**src/rtl/cl_cfg_reg_bank.sv**
```systemverilog
// Config-bus register bank: scratch/control, 64-bit cycle counter with snapshot, access counter,
// sticky W1C status. Optional countdown timer enabled by CL_CFG_REG_BANK_TIMER_EN.
module cl_cfg_reg_bank #(
  parameter int unsigned ACK_LAT = 1
) (
  input  logic        clk,
  input  logic        sync_rst_n,
  input  logic [31:0] cfg_addr_i,
  input  logic [31:0] cfg_wdata_i,
  input  logic        cfg_wr_i,
  input  logic        cfg_rd_i,
  output logic        cfg_ack_o,
  output logic [31:0] cfg_rdata_o,
  output logic [31:0] ctrl_out_o,
  output logic        irq_o
);

  typedef enum logic [1:0] {StIdle, StBusy, StAck} state_e;

  localparam logic [5:0] AddrScratch = 6'h00;
  localparam logic [5:0] AddrCtrl    = 6'h01;
  localparam logic [5:0] AddrStatus  = 6'h02;
  localparam logic [5:0] AddrCntLo   = 6'h03;
  localparam logic [5:0] AddrCntHi   = 6'h04;
  localparam logic [5:0] AddrAccCnt  = 6'h05;
  localparam logic [5:0] AddrTmrLoad = 6'h06;
  localparam logic [5:0] AddrTmrCur  = 6'h07;
  localparam logic [1:0] WaitInit    = (ACK_LAT >= 2) ? 2'(ACK_LAT - 2) : 2'd0;

  state_e      state_q;
  logic [1:0]  wait_q;
  logic [5:0]  addr_q;
  logic [31:0] wdata_q;
  logic        wr_q;
  logic        ack_q;
  logic [31:0] rdata_q;

  logic [31:0] scratch_q, scratch_d;
  logic [31:0] ctrl_q, ctrl_d;
  logic [1:0]  status_q, status_d;
  logic [63:0] cnt_q, cnt_d;
  logic [31:0] snap_q, snap_d;
  logic [31:0] acc_q, acc_d;
  logic        tmr_exp;

  logic        go_ack;
  logic [5:0]  rd_idx;
  logic        rd_is_wr;
  logic [31:0] rd_next;
  logic        do_acc;
  logic        do_wr;
  logic        cnt_clr;
  logic        cnt_wrap;
  logic        unused_addr;

  assign unused_addr = ^{cfg_addr_i[31:8], cfg_addr_i[1:0]};

  // The ack cycle is decided one edge early so rdata can be registered; the register values
  // that will be current in the ack cycle are exactly the _d values on that edge.
  assign go_ack   = ((state_q == StIdle) && (cfg_wr_i || cfg_rd_i) && (ACK_LAT == 1)) ||
                    ((state_q == StBusy) && (wait_q == 2'd0));
  assign rd_idx   = (state_q == StIdle) ? cfg_addr_i[7:2] : addr_q;
  assign rd_is_wr = (state_q == StIdle) ? cfg_wr_i : wr_q;

  always_ff @(posedge clk or negedge sync_rst_n) begin
    if (!sync_rst_n) begin
      state_q <= StIdle;
      wait_q  <= 2'd0;
      addr_q  <= 6'd0;
      wdata_q <= 32'd0;
      wr_q    <= 1'b0;
      ack_q   <= 1'b0;
      rdata_q <= 32'd0;
    end else begin
      ack_q <= 1'b0;
      unique case (state_q)
        StIdle: begin
          if (cfg_wr_i || cfg_rd_i) begin
            addr_q  <= cfg_addr_i[7:2];
            wdata_q <= cfg_wdata_i;
            wr_q    <= cfg_wr_i;
            wait_q  <= WaitInit;
            state_q <= (ACK_LAT == 1) ? StAck : StBusy;
          end
        end
        StBusy: begin
          if (wait_q == 2'd0) state_q <= StAck;
          else                wait_q  <= wait_q - 2'd1;
        end
        StAck:   state_q <= StIdle;
        default: state_q <= StIdle;
      endcase
      if (go_ack) begin
        ack_q <= 1'b1;
        if (!rd_is_wr) rdata_q <= rd_next;
      end
    end
  end

  assign cfg_ack_o   = ack_q;
  assign cfg_rdata_o = rdata_q;
  assign ctrl_out_o  = ctrl_q;

  assign do_acc   = (state_q == StAck);
  assign do_wr    = do_acc && wr_q;
  assign cnt_clr  = do_wr && (addr_q == AddrCtrl) && wdata_q[1];
  assign cnt_wrap = !cnt_clr && ctrl_q[0] && (&cnt_q);

`ifdef CL_CFG_REG_BANK_TIMER_EN
  logic [31:0] tmr_load_q, tmr_load_d;
  logic [31:0] tmr_cur_q, tmr_cur_d;

  assign tmr_exp = (tmr_cur_q == 32'd1);

  always_comb begin
    tmr_load_d = tmr_load_q;
    tmr_cur_d  = tmr_cur_q;
    if (do_wr && (addr_q == AddrTmrLoad)) begin
      tmr_load_d = wdata_q;
      tmr_cur_d  = wdata_q;
    end else if (tmr_cur_q != 32'd0) begin
      tmr_cur_d = tmr_cur_q - 32'd1;
    end
  end

  always_ff @(posedge clk or negedge sync_rst_n) begin
    if (!sync_rst_n) begin
      tmr_load_q <= 32'd0;
      tmr_cur_q  <= 32'd0;
    end else begin
      tmr_load_q <= tmr_load_d;
      tmr_cur_q  <= tmr_cur_d;
    end
  end

  assign irq_o = status_q[1] & ctrl_q[2];
`else
  assign tmr_exp = 1'b0;
  assign irq_o   = 1'b0;
`endif

  always_comb begin
    scratch_d = scratch_q;
    ctrl_d    = ctrl_q;
    snap_d    = snap_q;
    acc_d     = acc_q;
    cnt_d     = cnt_q;
    status_d  = status_q;
    if (do_wr && (addr_q == AddrScratch)) scratch_d = wdata_q;
    if (do_wr && (addr_q == AddrCtrl))    ctrl_d    = wdata_q & ~32'h2;
    if (do_wr && (addr_q == AddrStatus))  status_d  = status_q & ~wdata_q[1:0];
    // Set events override a same-cycle W1C.
    status_d = status_d | {tmr_exp, cnt_wrap};
    if (cnt_clr)        cnt_d = 64'd0;
    else if (ctrl_q[0]) cnt_d = cnt_q + 64'd1;
    if (do_acc && !wr_q && (addr_q == AddrCntLo)) snap_d = cnt_q[63:32];
    if (do_acc && (acc_q != 32'hFFFF_FFFF))       acc_d  = acc_q + 32'd1;
  end

  always_comb begin
    rd_next = 32'hDEAD_BEEF;
    case (rd_idx)
      AddrScratch: rd_next = scratch_d;
      AddrCtrl:    rd_next = ctrl_d;
      AddrStatus:  rd_next = {30'd0, status_d};
      AddrCntLo:   rd_next = cnt_d[31:0];
      AddrCntHi:   rd_next = snap_d;
      AddrAccCnt:  rd_next = acc_d;
`ifdef CL_CFG_REG_BANK_TIMER_EN
      AddrTmrLoad: rd_next = tmr_load_d;
      AddrTmrCur:  rd_next = tmr_cur_d;
`endif
      default:     rd_next = 32'hDEAD_BEEF;
    endcase
  end

  always_ff @(posedge clk or negedge sync_rst_n) begin
    if (!sync_rst_n) begin
      scratch_q <= 32'd0;
      ctrl_q    <= 32'd0;
      status_q  <= 2'd0;
      cnt_q     <= 64'd0;
      snap_q    <= 32'd0;
      acc_q     <= 32'd0;
    end else begin
      scratch_q <= scratch_d;
      ctrl_q    <= ctrl_d;
      status_q  <= status_d;
      cnt_q     <= cnt_d;
      snap_q    <= snap_d;
      acc_q     <= acc_d;
    end
  end

endmodule

```
**config.mk**
```make
export PLATFORM = sky130hd
export DESIGN_NAME = cl_cfg_reg_bank
export DESIGN_NICKNAME = d
export VERILOG_FILES = /design/src/rtl/cl_cfg_reg_bank.sv
export SDC_FILE = /design/constraint.sdc
export NUM_CORES = 1
export LEC_CHECK = 0
export ABC_AREA = 1
export BUFFER_PORTS_ARGS = -buffer_cell sky130_fd_sc_hd__buf_4
export CAP_MARGIN = 20
export CORE_MARGIN = 1
export CORE_UTILIZATION = 60
export DETAILED_ROUTE_END_ITERATION = 16
export PLACE_DENSITY = 0.8
export SYNTH_ARGS = -nofsm -noshare
export SYNTH_HDL_FRONTEND = slang
export SYNTH_SLANG_ARGS = --single-unit
export TNS_END_PERCENT = 10
```
**constraint.sdc**
```tcl
create_clock -name clk -period 2.5 [get_ports clk]
set_input_delay 0.125 -clock clk [delete_from_list [all_inputs] [get_ports clk]]
set_output_delay 0.125 -clock clk [all_outputs]
set_load 0.01 [all_outputs]
```
Word level (Yosys, flattened, before mapping). Index checks and enable logic that the tools add are counted.

Bits in registers: 270. Bits in latches: 0. Bits in writable memories: 0. Memory bits (read-only): 0. Word-level logic and storage cells: 79. Memories kept: 0.

Add/subtract/negate cells: 3. Multiply operators: 0. Div/mod/pow operators: 0. Order comparisons: 0. Equal/unequal tests: 14. Shifts and indexed selects: 0. Muxes and demuxes: 17. Bitwise logic cells: 4. Reduce and logical (&&, ||, !) cells: 27.

Operators by type and width (count): 32-bit one-hot mux with 6 select lines (1); 32-bit two-way mux (4); 64-bit two-way mux (2); 64-bit by 1-bit adder with 64-bit output, second input constant (1); 64-bit AND reduction (1); 32-bit by 1-bit adder with 32-bit output, second input constant (1); 32-bit != test, second input constant (1); 6-bit by 2-bit == test with 1-bit output, second input constant (4); 6-bit by 1-bit == test with 1-bit output, second input constant (2); 6-bit by 3-bit == test with 1-bit output, second input constant (2); 1-bit logical AND (12); 6-bit logical NOT (2); 2-bit two-way mux (5); 2-bit one-hot mux with 2 select lines (2); 6-bit two-way mux (1); 2-bit AND reduction (3); 2-bit logical NOT (2); 2-bit by 1-bit != test with 1-bit output, second input constant (2); 2-bit nonzero test (2); 3-bit AND reduction (1); 2-bit bitwise AND (1); 2-bit by 1-bit == test with 1-bit output, second input constant (1); 2-bit == test, second input constant (1); 1-bit logical NOT (2); 7 further kinds (9).

Logic depth before layout (Yosys ltp). Gate-level depths: netlist (run 1).

Word-level depth: 9. Mapped depth: 16. Mapped depth without buffers: 14.

Worst setup path before layout (run 1). OpenSTA, ideal clock, no wires.

Kind: reg-to-reg. Start point: reg acc_q[0]. End point: reg rdata_q[11], in the netlist cfg_rdata_o[11]. Setup time: 115 ps. Arrival time: 1760 ps. Required time: 2385 ps. Path slack: 624 ps. Stages on the path, launching flop included: 13. Period minus slack after synthesis: 1876 ps. Path through: dfrtp_1 ha_1 nand2_1 nor2_4 nand2_2 nor2_4 a21oi_2 buf_2 nand2_1 nand2_1 nor2_1 nor2_1 nor2_1.

Word-level cells in the longest chain between the ends: 4.

RTL lines: start, declared (line 43) `logic [31:0] acc_q, acc_d;`; start signal, assigned (line 184) `acc_q <= 32'd0;`; start signal, assigned (line 191) `acc_q <= acc_d;`; branches (longest 2 deep; another with 32-bit by 1-bit adder with 32-bit output); 32-bit two-way mux (*) (line 157) `if (do_acc && (acc_q != 32'hFFFF_FFFF)) acc_d = acc_q + 32'd1;`; 32-bit one-hot mux with 6 select lines (*) (line 162) `case (rd_idx)`; end signal, assigned (line 95) `if (!rd_is_wr) rdata_q <= rd_next;`; end, declared (line 36) `logic [31:0] rdata_q;`.

Every way passes the cells marked *. A chain may end at the register's enable or synchronous reset.

Worst setup path after layout (run 1).
Start point: reg state_q[1]. End point: reg rdata_q[12], in the netlist cfg_rdata_o[12].

Word-level cells in the longest chain between the ends: 6.

RTL lines: start, declared (line 30) `state_e state_q;`; start signal, assigned (line 67) `state_q <= StIdle;`; start signal, assigned (line 83) `state_q <= (ACK_LAT == 1) ? StAck : StBusy;`; start signal, assigned (line 87) `if (wait_q == 2'd0) state_q <= StAck;`; 2-bit == test (line 104) `assign do_acc = (state_q == StAck);`; 1-bit logical AND (line 105) `assign do_wr = do_acc && wr_q;`; 1-bit logical AND (line 106, 150); 1-bit logical AND (line 106) `assign cnt_clr = do_wr && (addr_q == AddrCtrl) && wdata_q[1];`; 64-bit two-way mux (line 154) `if (cnt_clr) cnt_d = 64'd0;`; 32-bit one-hot mux with 6 select lines (line 162).

Several ways; a longest one is shown, not always the timed one.

==> results of run 1 <==
[logic make-up (layout without fill, tap and decap cells)]
group | count (synthesis) | in the layout | share of synthesized area (%)
AOI/OAI and AO/OA | 185 | 185 | 6.85
xor gates and xnor gates | 20 | 20 | 1.20
adders and majority gates | 2 | 2 | 0.171
buffers and inverters | 277 | 457 | 8.14
DFF | 267 | 267 | 45.6
other | 1 | 1 | 0.0256
and+or+nand+nor | 1288 | 1288 | 38.0
[how the worst min path moves through the flow]
stage	from	to	slack (ns)
finish	sync_rst_n	ctrl_out_o[4]	0.13
global route	sync_rst_n	snap_q[4]	0.20
CTS	sync_rst_n	ctrl_out_o[4]	0.16
detailed placement	sync_rst_n	ctrl_out_o[4]	0.17
global placement	sync_rst_n	wdata_q[8]	0.16
floorplan	sync_rst_n	acc_q[0]	-0.17
[Yosys cell counts (8+ instances only)]
cell | count | share of area, %
o21ai_1 | 28 | 0.96
and2_1 | 15 | 0.64
nor2_4 | 14 | 1.1
inv_2 | 8 | 0.21
o21ai_0 | 84 | 2.9
clkbuf_1 | 14 | 0.36
buf_6 | 12 | 0.92
nor2_1 | 273 | 7.0
nand4_1 | 34 | 1.5
nand3b_1 | 13 | 0.67
nand2_1 | 727 | 19
nor3_1 | 27 | 0.92
xor2_1 | 16 | 0.96
or2_2 | 22 | 0.94
nand2_2 | 14 | 0.60
buf_4 | 9 | 0.46
inv_1 | 209 | 5.4
dfrtp_1 | 267 | 46
buf_2 | 21 | 0.72
a21oi_1 | 47 | 1.6
nand3_1 | 114 | 3.9
[layout make-up]
type / count / area (µm²) / area share, %
Inverter: 218 / 820 / 4.74
Sequential cell: 267 / 6680 / 38.7
Clock buffer: 44 / 831 / 4.81
Clock inverter: 7 / 114 / 0.659
Timing Repair Buffer: 188 / 1650 / 9.53
Tap cell: 319 / 399 / 2.31
Multi-Input combinational cell: 1496 / 6780 / 39.3
[registers in the layout, indices dropped and copies added, names as in the netlist]
register,count
scratch_q,32
acc_q,32
status_q,2
snap_q,32
cfg_rdata_o,32
wr_q,1
state_q,1
wdata_q,32
cnt_q,64
cfg_ack_o,1
ctrl_out_o,32
addr_q,6
[placed cells by master (no fill, tap or decap), drive strengths merged, types with 13 or more instances in the layout]
cell         synthesis  routed
clkbuf              14      44
nor3                27      27
and2                15      15
nand3b              13      13
dlygate4sd3          0      41
inv                217     218
nand3              118     118
nor2               296     296
o21ai              119     119
dfrtp              267     267
xor2                16      16
or2                 23      23
nand2              748     748
buf                 45     147
a21oi               49      49
nand4               35      35
[through the flow]
stage                     utilization [%]  hold WS, ns  total power [mW]  std cells  instance area [µm²]
after floorplan                         -       -0.171              8.06       2040                14600
after detailed placement             67.2        0.166              9.49       2447                15900
after global routing                 72.9        0.205              14.6       2539                17300
after global placement               67.2        0.159              9.34       2447                15900
after CTS                            72.9        0.163              13.9       2539                17300
final                                72.9        0.134              14.0       2539                17300
[worst reg2reg max path, delay by kind of cell (launching register included)]
| kind | cells | cell delay, ns |
|---|---|---|
| flip-flops | 1 | 0.46 |
| AND/OR/NAND/NOR | 9 | 1.34 |
| buffers and inverters | 3 | 0.49 |
[power groups by stage]
stage                     combinational (mW)  sequential [mW]  clock, mW
after floorplan                         2.13             5.93          0
after global placement                  3.39             5.95          0
after detailed placement                3.51             5.98          0
after CTS                               3.62             5.93       4.31
after global routing                    4.10             6.05       4.48
final                                   3.69             5.97       4.31
[per-layer routing]
| metal | global-route usage (%) | vias up | part of all wire (%) |
|---|---|---|---|
| met3 | 7.42 | 127 | 9.4 |
| met4 | 16.3 | 0 | 4.5 |
| li1 | - | 6683 | - |
| met5 | 0 | - | 0 |
| met1 | 54.5 | 6812 | 42 |
| met2 | 59.7 | 792 | 44 |
[repair_timing]
item | 4_1_cts | 5_1_grt
endpoints found under the setup margin | 0 | 14
endpoints found under the hold margin | 113 | 0
gates resized for setup | 0 | 3
hold buffers | 41 | 0
==> flow_summary_export.csv, run 1 <==
group,metric,value,unit
outcome,outcome,"finished, final reports clean",
power,netSwitchingFraction,34.4,%
floorplanning,fp.dieH,158,µm
drt,drt_iter0_drc,1515,
worst_setup_path,worst-path-buf-inv,3,
timing,tns,0,ns
yosys,yosysSeqAreaShare,45.6,%
drt,vias,14400,
power,p_leak,8.46,nW
global_route,grt_max_degree,85,
job,cap_violations,0,
worst_setup_path,crit_path_top_delay_cell,"nor2_4",
clocking,postCtsSetupBuffers,0,
floorplanning,die_x,158,µm
cells_and_area,syn_to_final_growth,18.0,%
global_route,grt_pass1_wl,73300,µm
place,port_buffers,106,
power,ir_drop,0.831,mV
timing,rsz0062_at_grt,"false",
clocking,clk_latency,0.57,ns
power,clkPwrFrac,30.8,%
drt,antenna_left,0,
worst_setup_path,critPathLaunch,"state_q[1]",
worst_setup_path,start_kind,"register",
yosys,syn_nets,2110,
floorplanning,die-area,25000,µm²
power,p_per_area,809,nW/µm²
yosys,syn_avg_cell_area,7.18,µm²
yosys,synth_cell_type_count,44,
global_route,grt_pass1_vias,13400,
timing,clock_skew,0.0133,ns
worst_setup_path,endpoint_kind,"register",
yosys,ys.flop_type,"dfrtp_1",
worst_setup_path,crit_fanout,25,
clocking,clkTransAtPathRegs,0.06,ns
timing,maxSlewViolCount,0,
timing,fin_ws,0.119,ns
yosys,synth_edf_count,0,
timing,final_hold_viol_count,0,
yosys,synth_area,14600,µm²
global_route,gr-total-overflow,0,
floorplanning,io_pins,134,
power,seqPwrFrac,42.8,%
worst_setup_path,crit_chain,"buf_4 > nand2_2 > nand2_2 > inv_2 > nand2_1 > nor2_4 > inv_2 > nor2_1 > nor2_1 > nand3_1 > nor2_1 > nor2_1",
worst_setup_path,r2r_end,"cfg_rdata_o[12]",
clocking,htreeDepth,1,
cells_and_area,diodes,0,
worst_setup_path,crit_required,3.00,ns
yosys,synthCells,2040,
worst_setup_path,max_stage_delay,0.54,ns
worst_setup_path,path_common_cell,"nor2_1",
timing,period_share,95.3,%
drt,detail_route.wirelength,47800,µm
timing,fmaxAchievable,420,MHz
hold_path,hold_path_class,"input pin to async pin",
worst_setup_path,path_class,"register to register",
worst_setup_path,path_delay_family,"simple AND/OR/NAND/NOR gates",
power,p_switching,4.81,mW
worst_setup_path,crit_arrival,2.88,ns
timing,setup-violations-final,0,
timing,period_needed,2.38,ns
yosys,synth_seq_cells,267,
global_route,grt_use_total,39.1,%
clocking,clock-sinks,267,
place,place.gp.congestion,0.967,
place,hpwlAfterDp,34300,µm
drt,wl_per_cell,18.8,µm
cells_and_area,drive_gt1_share,12.7,%
timing,relSlewSlack,55.4,%
worst_setup_path,critPathCapture,"cfg_rdata_o[12]",
clocking,cts_buffer_depth,3,
power,pwr-share-comb,26.4,%
clocking,tritoncts,"built",
yosys,ys_warn_count,0,
cells_and_area,finalNetCount,2269,
drt,route.detailed.drc,0,
floorplanning,row_count,56,
place,post-place-ws,0.183,ns
global_route,antenna_found_initial,0,
yosys,async_flop_share,100,%
drt,vias_per_cell,5.68,
floorplanning,initial_core_util,61.8,%
drt,drt-pass1-iter-count,6,
cells_and_area,fillerInstances,1868,
timing,tightest_slew,0.667,ns
clocking,cts-root-buf,"clkbuf_16",
floorplanning,core-area,23700,µm²
worst_setup_path,rrSetupSlack,0.12,ns
power,p_int,9.17,mW
clocking,cts_buffers,28,
worst_setup_path,r2r-start,"state_q[1]",
worst_setup_path,r2r_cells,12,
worst_setup_path,worst-path-stages,12,
Power figures use the tool's default switching activity.
==> inputs of run 2 (changes only) <==
- CORE_UTILIZATION: 60 -> 46
- PLACE_DENSITY: 0.8 -> unset
==> run 2 against run 1 <==
Against the previous run:
- via count decreased by 5.8%
- sequential power is 0.7% lower
- combinational power shrank 2%
- global-route usage decreased by 10 points
- worst setup slack better by 0.032 ns
- worst hold slack better by 0.047 ns
- design area is 1.8% higher
- critical endpoint is now cfg_rdata_o[17]
- largest power group unchanged
- highest routed layer unchanged
==> flow_summary_export.csv, run 2 (synthesized netlist as in run 1, its figures left out) <==
group,metric,value,unit
clocking,clkTransAtPathRegs,0.06,ns
drt,route.detailed.drc,0,
timing,rsz0062_at_grt,"false",
global_route,grt_use_total,28.9,%
timing,clock_skew,0.0123,ns
cells_and_area,syn_to_final_growth,20.1,%
drt,drt_iter0_drc,1010,
global_route,grt_pass1_wl,72600,µm
power,finalPower,14.1,mW
global_route,gr-total-overflow,0,
timing,final_hold_viol_count,0,
worst_setup_path,worst-path-buf-inv,2,
global_route,grt_pass1_vias,12900,
floorplanning,fp.dieH,180,µm
drt,detail_route.wirelength,46400,µm
timing,tns,0,ns
clocking,cts_buffers,30,
worst_setup_path,crit_required,3.01,ns
cells_and_area,drive_gt1_share,13.8,%
cells_and_area,finalNetCount,2294,
cells_and_area,finalNonFillerCells,2644,
cells_and_area,final_cell_mix,"726 x nand2_1, 273 x nor2_1, 267 x dfrtp_1",
place,port_buffers,106,
worst_setup_path,endpoint_kind,"register",
drt,vias_per_cell,5.13,
worst_setup_path,path_common_cell,"nand2_1",
drt,antenna_left,0,
floorplanning,row_count,64,
place,hpwlAfterDp,35400,µm
timing,tightest_slew,0.773,ns
cells_and_area,post-route-util,56.7,%
worst_setup_path,path_delay_family,"simple AND/OR/NAND/NOR gates",
timing,period_share,94.0,%
floorplanning,die_x,180,µm
floorplanning,die-area,32500,µm²
power,ir_drop,0.569,mV
job,cap_violations,0,
clocking,cts-root-buf,"clkbuf_16",
cells_and_area,final_common_cell,"nand2_1",
cells_and_area,fillerInstances,2954,
global_route,grt_max_degree,84,
clocking,cts_buffer_depth,3,
timing,relSlewSlack,48.5,%
floorplanning,core-area,31000,µm²
global_route,antenna_found_initial,0,
timing,period_needed,2.35,ns
worst_setup_path,crit_arrival,2.86,ns
drt,drt-pass1-iter-count,5,
clocking,clock-sinks,267,
timing,fmaxAchievable,426,MHz
worst_setup_path,path_class,"register to register",
place,dp_cells,2546,
worst_setup_path,rrSetupSlack,0.15,ns
place,place.gp.congestion,0.960,
clocking,clk_latency,0.58,ns
clocking,tritoncts,"built",
worst_setup_path,max_stage_delay,0.51,ns
power,p_per_area,801,nW/µm²
worst_setup_path,crit_fanout,13,
worst_setup_path,crit_path_top_delay_cell,"dfrtp_1",
cells_and_area,largest_register,"cnt_q",
worst_setup_path,crit_chain,"inv_2 > nand2_1 > nand2_2 > nor2_1 > nand2_2 > nor2_4 > nand2_1 > nand3_1 > nor2_1 > buf_4 > nand2_1 > nand2_1 > nand2_1",
hold_path,hold_path_class,"input pin to async pin",
drt,vias,13600,
floorplanning,initial_core_util,47.2,%
cells_and_area,largest_reg_flops,64,
worst_setup_path,start_kind,"register",
timing,maxSlewViolCount,0,
timing,setup-violations-final,0,
outcome,outcome,"finished, final reports clean",
drt,wl_per_cell,17.6,µm
floorplanning,io_pins,134,
power,p_leak,8.61,nW
clocking,htreeDepth,1,
run 2: cell types whose count changed in the layout (fill, tap and decap cells not counted), moves of 2 or more:
cell,change
buf_12,-3
buf_4,+25
clkbuf_1,-4
clkbuf_16,+2
clkinv_2,+3
clkinvlp_4,+3
run 2: repair_timing:
action / CTS / global route
hold buffers: 42 / 0
gates resized for setup: 0 / 1
buffers inserted: 0 / 0
endpoints found under the setup margin: 0 / 1
hold endpoints to repair: 117 / 0
run 2: area by class of cell:
type	instances	area, µm²	share of cell area, %
inverters	218	820	4.66
well taps	396	495	2.82
clock buffers	43	880	5.00
flip-flops and latches	267	6680	38.0
multi-input cells	1496	6780	38.6
diodes	1	2.50	0.0142
repair buffers	211	1780	10.1
clock inverters	12	143	0.811
run 2: worst reg2reg max path: stages (launching register included):
cell	delay (ns)
dfrtp_1	0.51
inv_2	0.18
nand2_1	0.11
nand2_2	0.11
nor2_1	0.18
nand2_2	0.09
nor2_4	0.32
nand2_1	0.11
nand3_1	0.24
nor2_1	0.12
buf_4	0.16
nand2_1	0.05
nand2_1	0.05
nand2_1	0.07
run 2: metrics by stage:
step	hold slack (ns)	setup slack, ns	cell area [µm²]
floorplan	-0.171	0.624	14600
global placement	0.215	0.204	16100
detailed placement	0.217	0.172	16100
CTS	0.208	0.154	17600
global route	0.242	0.0220	17600
finish	0.181	0.151	17600
run 2: report_power, final:
part / total, mW / internal (mW) / switching, mW
Combinational: 3.62 / 1.42 / 2.20
Sequential: 5.93 / 5.28 / 0.653
Clock: 4.53 / 2.65 / 1.88
Total: 14.1 / 9.35 / 4.73
run 2: routing by layer:
metal  GRT usage (%)  wire length [µm]  up-vias  share of wire, %
li1                -                 -     6742                 -
met1            40.8             21300     6335                46
met2            46.6             21100      421                45
met3            3.05              2510       78               5.4
met4            9.23              1530        0               3.3
met5               0                 0        -                 0
run 2: worst paths after layout:
| kind | start | endpoint | cells after the start |
|---|---|---|---|
| setup reg to reg | state_q[1] | cfg_rdata_o[17] | 13 |
| min in group clk | cfg_wdata_i[29] | wdata_q[29] | 4 |
| max in group asynchronous | sync_rst_n | status_q[1] | 3 |
| hold reg to reg | snap_q[31] | snap_q[31] | 2 |
| hold / removal | sync_rst_n | cnt_q[30] | 2 |
| setup / recovery | state_q[1] | cfg_rdata_o[17] | 13 |
